$ cat src/rtl/keypad_scanner.sv
`timescale 1ns/1ps
// keypad_scanner
//   Scans a 4x4 matrix keypad one column at a time. Each column is driven
//   for SCAN_COUNT clocks. The rows are read back through a 2-flop
//   synchronizer. Each full sweep is classified as no key, exactly one key,
//   or several keys. A press or a release is accepted only after
//   DEBOUNCE_SCANS identical sweeps in a row. Each accepted press gives one
//   hex key code.
//
//   Parameters
//     SCAN_COUNT      clocks each column stays driven (must be >= 3 so the
//                     synchronized rows settle before the sample point)
//     DEBOUNCE_SCANS  identical sweeps needed to accept a press/release, 1..15
//
//   Ports
//     CLK        in   system clock
//     RST_N      in   asynchronous active-low reset
//     ROW[3:0]   in   keypad rows, active-low, asynchronous to CLK
//     COL[3:0]   out  column drive, active-low one-hot (1110,1101,1011,0111)
//     KEY_CODE   out  hex code of last accepted key, held until next accept
//     KEY_VALID  out  one-cycle strobe when KEY_CODE takes a new accept
//     KEY_HELD   out  high while the accepted key is considered down
module keypad_scanner #(
    parameter int SCAN_COUNT     = 100000,
    parameter int DEBOUNCE_SCANS = 4
) (
    input  logic       CLK,
    input  logic       RST_N,
    input  logic [3:0] ROW,
    output logic [3:0] COL,
    output logic [3:0] KEY_CODE,
    output logic       KEY_VALID,
    output logic       KEY_HELD
);

    localparam int               CNT_W    = (SCAN_COUNT > 1) ? $clog2(SCAN_COUNT) : 1;
    localparam logic [CNT_W-1:0] CNT_LAST = CNT_W'(SCAN_COUNT - 1);
    localparam logic [3:0]       DEB_N    = 4'(DEBOUNCE_SCANS);

    typedef enum logic [1:0] {
        S_IDLE,
        S_DEB_PRESS,
        S_PRESSED,
        S_DEB_REL
    } state_t;

    typedef enum logic [1:0] {
        SW_NONE,
        SW_SINGLE,
        SW_MULTI
    } sweep_t;

    // Column c, row r -> hex legend printed on the key.
    function automatic logic [3:0] key_map(input logic [1:0] c, input logic [1:0] r);
        logic [3:0] k;
        k = 4'h0;
        case ({c, r})
            4'h0: k = 4'h1;
            4'h1: k = 4'h4;
            4'h2: k = 4'h7;
            4'h3: k = 4'h0;
            4'h4: k = 4'h2;
            4'h5: k = 4'h5;
            4'h6: k = 4'h8;
            4'h7: k = 4'hF;
            4'h8: k = 4'h3;
            4'h9: k = 4'h6;
            4'hA: k = 4'h9;
            4'hB: k = 4'hE;
            4'hC: k = 4'hA;
            4'hD: k = 4'hB;
            4'hE: k = 4'hC;
            4'hF: k = 4'hD;
        endcase
        return k;
    endfunction

    // ------------------------------------------------------------------
    // Row synchronizer. It resets to "all released".
    // ------------------------------------------------------------------
    logic [3:0] row_meta_q, row_sync_q;

    always_ff @(posedge CLK or negedge RST_N) begin
        if (!RST_N) begin
            row_meta_q <= 4'hF;
            row_sync_q <= 4'hF;
        end else begin
            row_meta_q <= ROW;
            row_sync_q <= row_meta_q;
        end
    end

    // ------------------------------------------------------------------
    // Column scan. The snapshots for columns 0..2 are stored. Column 3 is
    // never stored: the sweep is evaluated on the cycle column 3 is
    // sampled, so its rows come straight from the synchronizer.
    // A cleared snapshot reads as all rows high, which means no key.
    // ------------------------------------------------------------------
    logic [CNT_W-1:0] scan_cnt_q;
    logic [1:0]       col_idx_q;
    logic [3:0]       col_q;
    logic [11:0]      snap_q;
    logic             scan_tick;

    assign scan_tick = (scan_cnt_q == CNT_LAST);

    always_ff @(posedge CLK or negedge RST_N) begin
        if (!RST_N) begin
            scan_cnt_q <= '0;
            col_idx_q  <= 2'd0;
            col_q      <= 4'b1110;
            snap_q     <= 12'hFFF;
        end else if (scan_tick) begin
            scan_cnt_q <= '0;
            col_idx_q  <= col_idx_q + 2'd1;
            col_q      <= {col_q[2:0], col_q[3]};
            case (col_idx_q)
                2'd0:    snap_q[3:0]  <= row_sync_q;
                2'd1:    snap_q[7:4]  <= row_sync_q;
                2'd2:    snap_q[11:8] <= row_sync_q;
                default: ;
            endcase
        end else begin
            scan_cnt_q <= scan_cnt_q + CNT_W'(1);
        end
    end

    // ------------------------------------------------------------------
    // Sweep classification. Bit c*4+r of the pressed vector is set when
    // row r was low while column c was driven. The hit count saturates at
    // 2, because the only thing that matters is none / one / more.
    // ------------------------------------------------------------------
    logic [15:0] pressed;
    logic [1:0]  hits;
    logic [3:0]  hit_key;
    sweep_t      sweep_kind_d;
    logic        sweep_end;

    assign sweep_end = scan_tick && (col_idx_q == 2'd3);

    always_comb begin
        pressed = ~{row_sync_q, snap_q};
        hits    = 2'd0;
        hit_key = 4'h0;
        for (int i = 0; i < 16; i++) begin
            if (pressed[i]) begin
                if (hits != 2'd2) begin
                    hits = hits + 2'd1;
                end
                hit_key = key_map(2'(i >> 2), 2'(i & 3));
            end
        end
        if (hits == 2'd0) begin
            sweep_kind_d = SW_NONE;
        end else if (hits == 2'd1) begin
            sweep_kind_d = SW_SINGLE;
        end else begin
            sweep_kind_d = SW_MULTI;
        end
    end

    logic       sweep_vld_q;
    sweep_t     sweep_kind_q;
    logic [3:0] sweep_key_q;

    always_ff @(posedge CLK or negedge RST_N) begin
        if (!RST_N) begin
            sweep_vld_q  <= 1'b0;
            sweep_kind_q <= SW_NONE;
            sweep_key_q  <= 4'h0;
        end else begin
            sweep_vld_q <= sweep_end;
            if (sweep_end) begin
                sweep_kind_q <= sweep_kind_d;
                sweep_key_q  <= hit_key;
            end
        end
    end

    // ------------------------------------------------------------------
    // Debounce FSM. It steps once per registered sweep result.
    // ------------------------------------------------------------------
    state_t     state_q, state_d;
    logic [3:0] cand_q, cand_d;
    logic [3:0] cnt_q, cnt_d;
    logic [3:0] code_q, code_d;
    logic       valid_q, valid_d;
    logic       held_q, held_d;

    always_ff @(posedge CLK or negedge RST_N) begin
        if (!RST_N) begin
            state_q <= S_IDLE;
            cand_q  <= 4'h0;
            cnt_q   <= 4'd0;
            code_q  <= 4'h0;
            valid_q <= 1'b0;
            held_q  <= 1'b0;
        end else begin
            state_q <= state_d;
            cand_q  <= cand_d;
            cnt_q   <= cnt_d;
            code_q  <= code_d;
            valid_q <= valid_d;
            held_q  <= held_d;
        end
    end

    always_comb begin
        state_d = state_q;
        cand_d  = cand_q;
        cnt_d   = cnt_q;
        code_d  = code_q;
        valid_d = 1'b0;

        if (sweep_vld_q) begin
            case (state_q)
                S_IDLE: begin
                    if (sweep_kind_q == SW_SINGLE) begin
                        cand_d = sweep_key_q;
                        cnt_d  = 4'd1;
                        if (DEB_N == 4'd1) begin
                            state_d = S_PRESSED;
                            code_d  = sweep_key_q;
                            valid_d = 1'b1;
                        end else begin
                            state_d = S_DEB_PRESS;
                        end
                    end
                end
                S_DEB_PRESS: begin
                    if (sweep_kind_q == SW_SINGLE) begin
                        if (sweep_key_q == cand_q) begin
                            cnt_d = cnt_q + 4'd1;
                            if (cnt_q + 4'd1 >= DEB_N) begin
                                state_d = S_PRESSED;
                                code_d  = cand_q;
                                valid_d = 1'b1;
                            end
                        end else begin
                            // A different single key restarts the count.
                            cand_d = sweep_key_q;
                            cnt_d  = 4'd1;
                        end
                    end else begin
                        state_d = S_IDLE;
                    end
                end
                S_PRESSED: begin
                    // Only a clean release leaves PRESSED. Other keys are
                    // ignored, so there is no repeat and no roll-over.
                    if (sweep_kind_q == SW_NONE) begin
                        cnt_d   = 4'd1;
                        state_d = (DEB_N == 4'd1) ? S_IDLE : S_DEB_REL;
                    end
                end
                S_DEB_REL: begin
                    if (sweep_kind_q == SW_NONE) begin
                        cnt_d = cnt_q + 4'd1;
                        if (cnt_q + 4'd1 >= DEB_N) begin
                            state_d = S_IDLE;
                        end
                    end else begin
                        state_d = S_PRESSED;
                    end
                end
            endcase
        end

        held_d = (state_d == S_PRESSED) || (state_d == S_DEB_REL);
    end

    assign COL       = col_q;
    assign KEY_CODE  = code_q;
    assign KEY_VALID = valid_q;
    assign KEY_HELD  = held_q;

endmodule

$ cat config.mk
export PLATFORM = sky130hd
export DESIGN_NAME = keypad_scanner
export DESIGN_NICKNAME = d
export VERILOG_FILES = /design/src/rtl/keypad_scanner.sv
export SDC_FILE = /design/constraint.sdc
export NUM_CORES = 1
export LEC_CHECK = 0
export ABC_AREA = 1
export CORE_UTILIZATION = 50
export DETAILED_ROUTE_END_ITERATION = 10
export GPL_ROUTABILITY_DRIVEN = 0
export PLACE_DENSITY = 0.69
export SLEW_MARGIN = 15
export SYNTH_ARGS = -nofsm -noshare
export SYNTH_HDL_FRONTEND = slang
export SYNTH_SLANG_ARGS = --single-unit
$ cat constraint.sdc
create_clock -name CLK -period 7.7 [get_ports CLK]
set_input_delay 1.54 -clock CLK [delete_from_list [all_inputs] [get_ports CLK]]
set_output_delay 1.54 -clock CLK [all_outputs]
set_load 0.02 [all_outputs]
# == Word level (Yosys, flattened, before mapping) ==
# Cells that the tools add are included.
# totals
regBits,66
inputBits,6
elab_cells,156
# op_classes
n_addsub,18
order_cmp,1
n_eq_ne,32
muxes,74
n_bitwise,1
n_reduce_logical,13
# op_table
cell,n
2-to-1 mux 4 bit,23
2-to-1 mux 2 bit,40
inequality test 2 bit (second input constant),20
adder 2 x 1 -> 2 bit (second input constant),16
adder 17 x 1 -> 17 bit (second input constant),1
equality test 17 bit (second input constant),1
2-to-1 mux 17 bit,1
NOT 16 bit,1
case mux 4 bit (4 select lines),1
AND reduction 5 bit,3
equality test 2 bit (second input constant),6
equality test 2 x 1 -> 1 bit (second input constant),4
logical NOT 2 bit,4
case mux 2 bit (4 select lines),1
case mux 4 bit (2 select lines),1
2-to-1 mux 1 bit,7
AND reduction 2 bit,3
adder 4 x 1 -> 4 bit (second input constant),1
equality test 4 bit,1
greater-or-equal comparator 4 x 3 -> 1 bit (second input constant),1
nonzero test 2 bit,1
logical AND 1 bit,1
logical OR 1 bit,1

# == Longest topological paths before layout ==
# Gate-level depths: netlist of run 1.
# depth
depth_word,50
ltp_mapped,44
mapped_depth_nobuf,44

# == Least setup slack after synthesis of run 1 ==
# Ideal clock, no wire load.
# synth_timing
kind,register -> register
start,register snap_q[0]
end,register sweep_kind_q[1]
setup_time_ns,0.119
arrival_ns,4.004
t_required_ns,7.581
slack_ns,3.578
stages_incl_launch_ff,37
path_buffers,0
cell_sequence,dfstp_2 inv_1 ha_1 inv_1 nand3_1 nand2_1 nand2_2 nand2_4 nand2_1 nand3_2 nand2_4 o21ai_4 nand2_1 nand2_4 nand2_1 nand2_1 nand2_2 inv_2 nand2_2 nand3_2 nand2_2 nand2_2 nand3_1 o21ai_2 nor2_1 nand2_2 nand3_1 o21ai_2 nor2_1 nand2_1 nand2_1 nand2_1 a21boi_0 ha_1 a21oi_1 nand2_2 o21a_1
# synth_via
elab_chain_cells,50
# synth_lines
item,line,text
start: declaration,102,logic [11:0] snap_q;
start signal: assignment,118,2'd0: snap_q[3:0] <= row_sync_q;
NOT 16 bit *,142,"pressed = ~{row_sync_q, snap_q};"
2-to-1 mux 1 bit *,146,if (pressed[i]) begin
adder 2 x 1 -> 2 bit or inequality test 2 bit (tied branches),"148, 147",
2-to-1 mux 2 bit,147,if (hits != 2'd2) begin
2-to-1 mux 2 bit *,146,
adder 2 x 1 -> 2 bit or inequality test 2 bit (tied branches),"148, 147",
2-to-1 mux 2 bit,147,
2-to-1 mux 2 bit *,146,
(+34 left out),-,
2-to-1 mux 2 bit,147,
2-to-1 mux 2 bit *,146,
adder 2 x 1 -> 2 bit or inequality test 2 bit (tied branches),"148, 147",
2-to-1 mux 2 bit,147,
2-to-1 mux 2 bit *,146,
equality test 2 x 1 -> 1 bit,155,end else if (hits == 2'd1) begin
2-to-1 mux 2 bit,155,
2-to-1 mux 2 bit *,153,if (hits == 2'd0) begin
end signal: assignment,174,sweep_kind_q <= sweep_kind_d;
end: declaration,163,sweep_t sweep_kind_q;
# Every way passes the cells marked *; elsewhere a longest branch is shown, timed or not.
# A chain may end at the register's enable or synchronous reset.

# == Worst setup path in the final report of run 1 ==
# Same ends and word-level chain as after synthesis.

==> run_results.csv, run 1 <==
group,metric,value,unit
power_and_ir_drop,switchingPower,0.147,mW
global_routing,track_usage,20.7,%
cts,clock-sinks,66,
timing,worst_slack,3.05,ns
worst_setup_path,critical_path_class,"reg2reg",
global_routing,gr-usage-met2,35.0,%
flow_run,cap_viol_max_count,0,
yosys,netlist_area,0.00445,sq mm
yosys,yosysWarnings,0,
die,die_area,0.00927,sq mm
worst_setup_path,crit_path_start,"snap_q[0]",
cts,clockBufferDepth,2,
worst_setup_path,crit_top_cell,"nand2_1",
run_status,status,"finished clean",
worst_hold_path,hold_start,"row_meta_q[1]",
cts,path_clk_slew,0.08,ns
global_routing,grt_max_degree,67,
power_and_ir_drop,swShare,20.5,%
die,die_y,96.3,um
timing,tightestPinTransition,0.795,ns
final_layout,stdcell_area,0.00492,sq mm
timing,fin_crit_sh,60.4,%
worst_hold_path,hold_path.class,"reg2reg",
power_and_ir_drop,p_int,0.570,mW
final_layout,area_growth,10.6,%
timing,whs,0.357,ns
yosys,synth_nets,631,
power_and_ir_drop,clkPwrFrac,48.5,%
cts,cts-resized-gates,0,
die,coreArea,0.00868,sq mm
final_layout,layout-drive-gt1-share,19.3,%
timing,slew_headroom,47.0,%
yosys,synth.yosys.seq_area_share,37.8,%
power_and_ir_drop,power,0.717,mW
global_routing,grtUsageMet1,26.0,%
yosys,syn_area_per_cell,7.25,sq um
placement,place_ws,3.11,ns
placement,port_buffers,15,
detailed_routing,ant_nets,0,
worst_setup_path,path_delay_family,"simple AND/OR/NAND/NOR gates",
final_layout,n_antenna_cell,0,
global_routing,grt_pass1_wl,15.0,mm
timing,finalSetupViolCount,0,
power_and_ir_drop,power_density,146,mW/mm^2
detailed_routing,dr.pass1.iters,5,
cts,cts_tree,"done",
final_layout,nets,649,
power_and_ir_drop,power.leakage,2.37,nW
cts,root_buffer,"clkbuf_8",
die,row_count,34,
detailed_routing,vias_per_cell,5.10,
global_routing,grt_busiest_layer,"met2",
yosys,syn_inst,613,
die,num_io_pins,16,
yosys,synth_cell_type_count,42,
timing,setup_tns,0,ns
global_routing,grt_remaining_overflow,0,
cts,htree_levels,3,
timing,hold_viol_final,0,
global_routing,grt_pass1_vias,3521,
power_and_ir_drop,peakVddDrop,114,uV
detailed_routing,wl_per_cell,11.6,um
detailed_routing,wirelength,8.64,mm
cts,clkLatencyLatePin,0.35,ns
timing,max_freq,215,MHz
global_routing,grt_use_met3,4.03,%
detailed_routing,vias,3795,
worst_setup_path,cp_max_fo,4,
timing,post-route-min-period,4.65,ns
die,die_x,96.3,um
detailed_routing,drt_iter0_drc,132,
timing,rsz0062_at_grt,"false",
detailed_routing,drc,0,
cts,numCtsBuffers,9,
worst_setup_path,cp-start-kind,"flip-flop",
placement,hpwl,6.57,mm
die,initial_utilization,51.2,%
timing,clock-skew-final,0.0104,ns
worst_setup_path,worstReg2RegStart,"snap_q[0]",
yosys,ys_ff_latch,66,
worst_setup_path,cpPeakStageDelay,0.56,ns
power_and_ir_drop,combPwrFrac,2.3,%
timing,drv_slew,0,
cts,ctsHoldBuffers,0,
worst_setup_path,crit_path_end_kind,"flip-flop",
worst_setup_path,cp_slowest_cell,"dfstp_2",
cts,post_cts_buffers,0,
worst_setup_path,crit_buf_inv,4,
worst_setup_path,cp.required,7.95,ns
placement,dpl_cell_area,0.00468,sq mm
worst_setup_path,critPathArrivalTime,4.90,ns
global_routing,antenna_found_initial,0,
power_and_ir_drop,pwr-share-seq,49.2,%
[sequential cells by signal (all words and copies together) (netlist names), 4 cells and up]
| name | cells |
|---|---|
| scan_cnt_q | 17 |
| COL | 4 |
| sweep_key_q | 4 |
| snap_q | 12 |
| cand_q | 4 |
| KEY_CODE | 4 |
| row_sync_q | 4 |
| row_meta_q | 4 |
| cnt_q | 4 |
[worst paths after layout]
path | to | slack, ns | depth (start not counted)
min reg2reg | row_sync_q[1] | 0.36 | 0
min | row_sync_q[1] | 0.36 | 0
max | sweep_kind_q[1] | 3.05 | 36
max in group asynchronous | scan_cnt_q[8] | 5.82 | 2
max reg2reg | sweep_kind_q[1] | 3.05 | 36
min in group asynchronous | KEY_VALID | 1.35 | 2
[cells by family (layout without fill, tap and decap cells)]
kind of cell	Yosys count	count (layout)	synth area share, %
simple gates	343	343	37.7
buf+inv	109	132	9.60
compound gates	76	76	10.2
flops	66	66	37.8
fa+ha+maj	12	12	3.38
xor+xnor	7	7	1.38
[power groups by stage]
stage	logic, mW	clock network (mW)	registers, mW
after CTS	0.0173	0.358	0.352
final	0.0166	0.348	0.353
after floorplan	0.00596	0	0.358
after detailed placement	0.0173	0	0.359
after global routing	0.0194	0.368	0.353
after global placement	0.0170	0	0.359
[cells in the final DEF (no fill, tap or decap), drive strengths merged]
master	Yosys	layout
a211oi	1	1
a21boi	1	1
a21oi	18	18
a22oi	2	2
a31oi	4	4
buf	5	2
bufinv	0	3
clkbuf	4	11
clkdlybuf4s50	0	14
clkinv	3	4
clkinvlp	0	1
dfrtp	43	43
dfstp	23	23
ha	12	12
inv	97	97
nand2	201	201
nand3	69	69
nand4	9	9
nor2	43	43
nor3	14	14
nor3b	1	1
nor4	4	4
o211ai	3	3
o21a	1	1
o21ai	42	42
o221a	1	1
o22ai	2	2
o32ai	1	1
or2	2	2
xnor2	3	3
xor2	4	4
[cell type report]
class / instances / area [sq um]
tap: 108 / 135
fill: 844 / 3760
timing repair buffer: 16 / 153
sequential: 66 / 1680
inverter: 100 / 378
multi-input combinational: 438 / 2340
clock inverter: 5 / 103
clock buffer: 11 / 131
[through the flow]
stage	instances	utilization, %
4_1_cts	744	56.7
2_1_floorplan	613	-
3_3_place_gp	728	54.0
3_5_place_dp	728	54.0
6_report	744	56.7
5_1_grt	744	56.7
[synth_stat cells]
master    instances  share of area, %
nand2_1         151                13
inv_1            88               7.4
nand3_1          58               6.5
dfrtp_1          43                24
nand2_2          41               5.8
nor2_1           38               3.2
o21ai_0          33               3.7
dfstp_2          23                14
a21oi_1          17               1.9
nor3_1           14               1.6
ha_1             12               3.4
nand3_2          11               2.5
nand2_4           9               2.3
nand4_1           9               1.3
inv_2             8              0.68
o21ai_2           5              0.99
a31oi_1           4              0.56
clkbuf_1          4              0.34
nor2_2            4              0.56
nor4_1            4              0.56
xor2_1            4              0.79
buf_2             3              0.34
clkinv_1          3              0.25
o211ai_1          3              0.51
o21ai_1           3              0.34
xnor2_1           3              0.59
a22oi_1           2              0.34
o22ai_1           2              0.28
a211oi_1          1              0.17
a21boi_0          1              0.17
a21oi_2           1              0.20
buf_4             1              0.17
buf_6             1              0.25
inv_4             1              0.14
nor2_4            1              0.25
nor3b_1           1              0.17
o21a_1            1              0.17
o21ai_4           1              0.37
o221a_2           1              0.25
o32ai_1           1              0.20
or2_1             1              0.14
or2_2             1              0.14
[per-layer routing]
layer  wire (um)  vias up
li1            -     2000
met1        4210     1738
met2        4120       42
met3         183       15
met4         125        0
met5           0        -
No activity file was read; power rests on OpenSTA's default activity.
==> run 2, diff against run 1 <==
Clock period 7.7 ns to 4.65 ns, I/O delays scaled along.
==> run 2 against run 1 <==
Compared with the run above: clock skew down 0.0013 ns; die area unchanged; wire length up 9.0%; sequential share of layout area down 2.1 points; power up 54%; combinational power up 81%; first-iteration DRC count up 57%; global-route usage down 0.31 points; critical path type unchanged; highest routed layer unchanged.
==> run_results.csv, run 2 (synthesis gave the netlist of run 1 again) <==
group,metric,value,unit
run_status,status,"finished clean",
timing,worst_slack,0.112,ns
global_routing,grt_pass1_vias,3465,
detailed_routing,ant_nets,0,
worst_setup_path,reg2regPathDepth,35,
final_layout,layout_common_cells,"nand2_1 (128), inv_1 (79), nand2_2 (51), nand3_1 (48), dfrtp_1 (43)",
die,num_io_pins,16,
worst_setup_path,crit_buf_inv,4,
cts,clockBufferDepth,2,
die,row_count,34,
final_layout,stdcell_area,0.00524,sq mm
worst_setup_path,cp.required,4.88,ns
worst_setup_path,crit_path_end_kind,"flip-flop",
worst_setup_path,cp_slowest_cell,"dfstp_2",
worst_hold_path,hold_path.class,"reg2reg",
worst_setup_path,cp-start-kind,"flip-flop",
global_routing,grt_remaining_overflow,0,
placement,port_buffers,15,
global_routing,antenna_found_initial,0,
timing,tightestPinTransition,0.784,ns
final_layout,top_regs,"scan_cnt_q (17), snap_q (12)",
global_routing,grt_max_degree,35,
die,die_x,96.3,um
worst_setup_path,critPathArrivalTime,4.77,ns
final_layout,final_common_cell,"nand2_1",
cts,ctsHoldBuffers,0,
worst_setup_path,cpPeakStageDelay,0.59,ns
detailed_routing,vias,3931,
die,die_y,96.3,um
cts,cts_tree,"done",
timing,finalSetupViolCount,0,
detailed_routing,dr.pass1.iters,6,
detailed_routing,drc,0,
final_layout,largest_reg_flops,17,
global_routing,track_usage,20.4,%
placement,hpwl,6.70,mm
final_layout,layout-drive-gt1-share,29.7,%
timing,clock-skew-final,0.00910,ns
global_routing,grt_pass1_wl,14.7,mm
worst_setup_path,cp_max_fo,5,
detailed_routing,wirelength,9.42,mm
cts,root_buffer,"clkbuf_8",
final_layout,nets,656,
cts,clkLatencyLatePin,0.34,ns
final_layout,n_antenna_cell,0,
cts,htree_levels,3,
cts,clock-sinks,66,
worst_setup_path,path_delay_family,"simple AND/OR/NAND/NOR gates",
power_and_ir_drop,power.leakage,2.48,nW
flow_run,cap_viol_max_count,0,
power_and_ir_drop,peakVddDrop,202,uV
final_layout,area_growth,17.9,%
power_and_ir_drop,power_density,210,mW/mm^2
die,die_area,0.00927,sq mm
timing,fin_crit_sh,97.6,%
final_layout,top_register,"scan_cnt_q",
placement,place_ws,0.0102,ns
die,initial_utilization,51.2,%
worst_setup_path,critical_path_class,"reg2reg",
detailed_routing,vias_per_cell,5.23,
timing,post-route-min-period,4.54,ns
cts,path_clk_slew,0.08,ns
worst_setup_path,crit_top_cell,"nand2_2",
die,coreArea,0.00868,sq mm
worst_hold_path,whs_path_depth,0,
detailed_routing,wl_per_cell,12.5,um
detailed_routing,drt_iter0_drc,207,
timing,rsz0062_at_grt,"true",
timing,drv_slew,0,
cts,numCtsBuffers,9,
timing,hold_viol_final,0,
worst_setup_path,path_depth,35,
timing,slew_headroom,47.7,%
timing,max_freq,220,MHz
placement,dpl_cell_area,0.00468,sq mm
==> run 2: cell count changes in the layout (fill, tap and decap cells not counted), moves of 4 or more <==
cell | before | now
nand2_1 | 151 | 128
inv_1 | 88 | 79
buf_4 | 1 | 8
nor2_1 | 38 | 31
nand3_1 | 58 | 48
nand2_4 | 9 | 22
nand3_2 | 11 | 20
inv_2 | 8 | 14
nand2_2 | 41 | 51
nor2_4 | 1 | 5
==> run 2: final cells by class <==
type,count,area (sq um)
timing repair buffer,23,205
clock inverter,6,66.3
inverter,100,385
fill,777,3440
tap,108,135
clock buffer,10,138
sequential,66,1680
multi-input combinational,438,2630
==> run 2: routing by layer <==
layer | track usage, % | share of wire (%) | vias up | routed length, um
li1 | - | - | 2004 | -
met5 | 0 | 0 | - | 0
met3 | 3.55 | 2.6 | 14 | 241
met2 | 34.2 | 49 | 63 | 4640
met1 | 26.2 | 47 | 1850 | 4380
met4 | 7.97 | 1.6 | 0 | 153
==> run 2: repair_timing <==
| item | CTS | global route |
|---|---|---|
| setup endpoints to repair | 1 | 2 |
| pin swaps | 1 | 38 |
| endpoints found under the hold margin | 0 | 0 |
| resized for setup | 1 | 83 |
| buffers inserted | 0 | 7 |
==> run 2: report_power, final <==
part / total [mW] / switching (mW) / internal, mW
logic: 0.0301 / 0.0221 / 0.00799
registers: 0.584 / 0.00310 / 0.581
clock network: 0.488 / 0.226 / 0.262
==> run 2: metrics by stage <==
| step | setup TNS [ns] | instances | power (mW) | util [%] | hold slack (ns) |
|---|---|---|---|---|---|
| 4_1_cts | 0 | 744 | 1.12 | 56.5 | 0.358 |
| 3_5_place_dp | 0 | 728 | 0.623 | 54.0 | 0.348 |
| 5_1_grt | -0.412 | 751 | 1.15 | 60.4 | 0.360 |
| 3_3_place_gp | 0 | 728 | 0.622 | 54.0 | 0.346 |
| 6_report | 0 | 751 | 1.10 | 60.4 | 0.357 |
| 2_1_floorplan | 0 | 613 | 0.603 | - | 0.345 |
==> run 2: path summary, 6_finish.rpt <==
kind                          startpoint              end  slack, ns
max                            snap_q[1]  sweep_kind_q[1]       0.11
min                        row_meta_q[0]    row_sync_q[0]       0.36
max reg2reg                    snap_q[1]  sweep_kind_q[1]       0.11
min reg2reg                row_meta_q[0]    row_sync_q[0]       0.36
max in group asynchronous          RST_N    row_sync_q[0]       3.03
min in group asynchronous          RST_N      KEY_CODE[1]       0.67
==> run 3, diff against run 2 <==
Settings changed: CORE_UTILIZATION 50 to 35, PLACE_DENSITY 0.69 to 0.53.
==> run 3 against run 2 <==
Compared with the run above: power increased by 17%; non-clock buffer count down 3; worst hold slack worse by 0.0018 ns; core utilization fell by 16 points; flip-flop and latch count unchanged; die area is 42% higher; sequential power barely moved; critical path type unchanged; critical endpoint unchanged.
==> run_results.csv, run 3 (synthesis gave the netlist of run 1 again) <==
group,metric,value,unit
final_layout,register_area,0.00168,sq mm
final_layout,largest_reg_flops,17,
flow_run,cap_viol_max_count,0,
power_and_ir_drop,peakVddDrop,186,uV
global_routing,track_usage,15.2,%
run_status,status,"finished clean",
die,die_x,115,um
placement,dpl_cell_area,0.00477,sq mm
final_layout,area_growth,22.5,%
die,initial_utilization,36.4,%
final_layout,multi_input_area,0.00269,sq mm
detailed_routing,wl_per_cell,11.5,um
final_layout,layout-drive-gt1-share,29.1,%
detailed_routing,ant_nets,0,
die,row_count,40,
global_routing,grt_pass1_wl,16.1,mm
final_layout,layout_common_cells,"nand2_1 (123), inv_1 (82), nand2_2 (52), nand3_1 (47), dfrtp_1 (43)",
cts,htree_levels,3,
worst_setup_path,cp_max_fo,5,
final_layout,top_regs,"scan_cnt_q (17), snap_q (12)",
timing,clock-skew-final,0.0121,ns
global_routing,grt_remaining_overflow,0,
timing,rsz0062_at_grt,"true",
timing,finalSetupViolCount,0,
die,coreArea,0.0122,sq mm
cts,clock-sinks,66,
worst_setup_path,critPathArrivalTime,4.71,ns
worst_setup_path,crit_top_cell,"nand2_2",
final_layout,final_util,44.6,%
timing,slew_headroom,38.9,%
worst_setup_path,cpPeakStageDelay,0.60,ns
detailed_routing,dr.pass1.iters,4,
power_and_ir_drop,power.leakage,2.52,nW
die,num_io_pins,16,
detailed_routing,drc,0,
final_layout,final_common_cell,"nand2_1",
placement,port_buffers,15,
final_layout,stdcell_count,808,
global_routing,grt_max_degree,43,
timing,hold_viol_final,0,
global_routing,grt_pass1_vias,3612,
timing,max_freq,222,MHz
global_routing,grtUsageMet1,19.9,%
timing,fin_crit_sh,96.8,%
placement,dp_cells,789,
cts,path_clk_slew,0.05,ns
cts,cts_tree,"done",
power_and_ir_drop,power_density,236,mW/mm^2
worst_setup_path,cp_slowest_cell,"dfstp_2",
final_layout,stdcell_area,0.00545,sq mm
global_routing,gr-usage-met2,25.3,%
die,die_area,0.0132,sq mm
cts,root_buffer,"clkbuf_16",
cts,clkLatencyLatePin,0.32,ns
timing,whs,0.355,ns
global_routing,antenna_found_initial,0,
timing,setup_tns,0,ns
final_layout,fillCellCount,1246,
global_routing,grt_use_met3,3.65,%
cts,clockBufferDepth,2,
die,die_y,115,um
worst_setup_path,cp.required,4.86,ns
worst_setup_path,crit_path_end_kind,"flip-flop",
cts,numCtsBuffers,9,
timing,tightestPinTransition,0.916,ns
global_routing,grt_busiest_layer,"met2",
detailed_routing,vias_per_cell,4.69,
detailed_routing,vias,3788,
placement,hpwl,6.83,mm
worst_setup_path,critical_path_class,"reg2reg",
timing,post-route-min-period,4.50,ns
final_layout,nets,653,
final_layout,top_register,"scan_cnt_q",
final_layout,n_antenna_cell,0,
detailed_routing,wirelength,9.28,mm
timing,drv_slew,0,
cts,ctsHoldBuffers,0,
detailed_routing,drt_iter0_drc,140,
worst_setup_path,cp-start-kind,"flip-flop",
worst_hold_path,hold_path.class,"reg2reg",
## run 3: cell count changes in the layout (fill, tap and decap cells not counted), sizes merged
cell      change
clkbuf        +2
buf           -3
clkinvlp      -2
## run 3: worst paths after layout
kind / slack (ns) / from / cells past startpoint / endpoint
max: 0.15 / snap_q[1] / 41 / sweep_kind_q[1]
min: 0.36 / row_meta_q[1] / 0 / row_sync_q[1]
max reg2reg: 0.15 / snap_q[1] / 41 / sweep_kind_q[1]
min reg2reg: 0.36 / row_meta_q[1] / 0 / row_sync_q[1]
max in group asynchronous: 2.98 / RST_N / 2 / snap_q[7]
min in group asynchronous: 0.75 / RST_N / 1 / cnt_q[1]
## run 3: power breakdown
part           switching [mW]  internal, mW
clock network           0.243         0.430
logic                  0.0217       0.00809
registers             0.00286         0.582
total                   0.268          1.02
## run 3: critical path: cells and delay by family (launching register included)
family                     cells  cell delay, ns
AOI/OAI and AO/OA              3            0.31
xor gates and xnor gates       1            0.14
adders and majority gates      2            0.61
buffers and inverters          5            0.33
DFF                            1            0.60
and+or+nand+nor               30            2.42
## run 3: metal layers
metal / part of all wire, % / vias to the layer above
met5: 0 / -
met3: 1.9 / 10
met1: 50 / 1743
li1: - / 2008
met4: 1.1 / 0
met2: 47 / 27
## run 3: final cells by class
class / instances / area share [%]
multi-input cells: 438 / 49.3
inverters: 100 / 7.08
clock buffers: 12 / 4.53
repair buffers: 20 / 3.42
well taps: 168 / 3.86
flip-flops and latches: 66 / 30.9
clock inverters: 4 / 0.942
## run 3: metrics by stage
stage	setup WS [ns]	power (mW)
after floorplan	0.528	0.603
after global routing	-0.200	1.34
after CTS	0.00433	1.31
after detailed placement	0.0272	0.623
after global placement	0.122	0.623
final	0.151	1.29
## run 3: repair_timing
action / 4_1_cts / 5_1_grt
buffers inserted: 0 / 3
endpoints found under the hold margin: 0 / 0
gates resized for setup: 0 / 94
endpoints found under the setup margin: 0 / 2
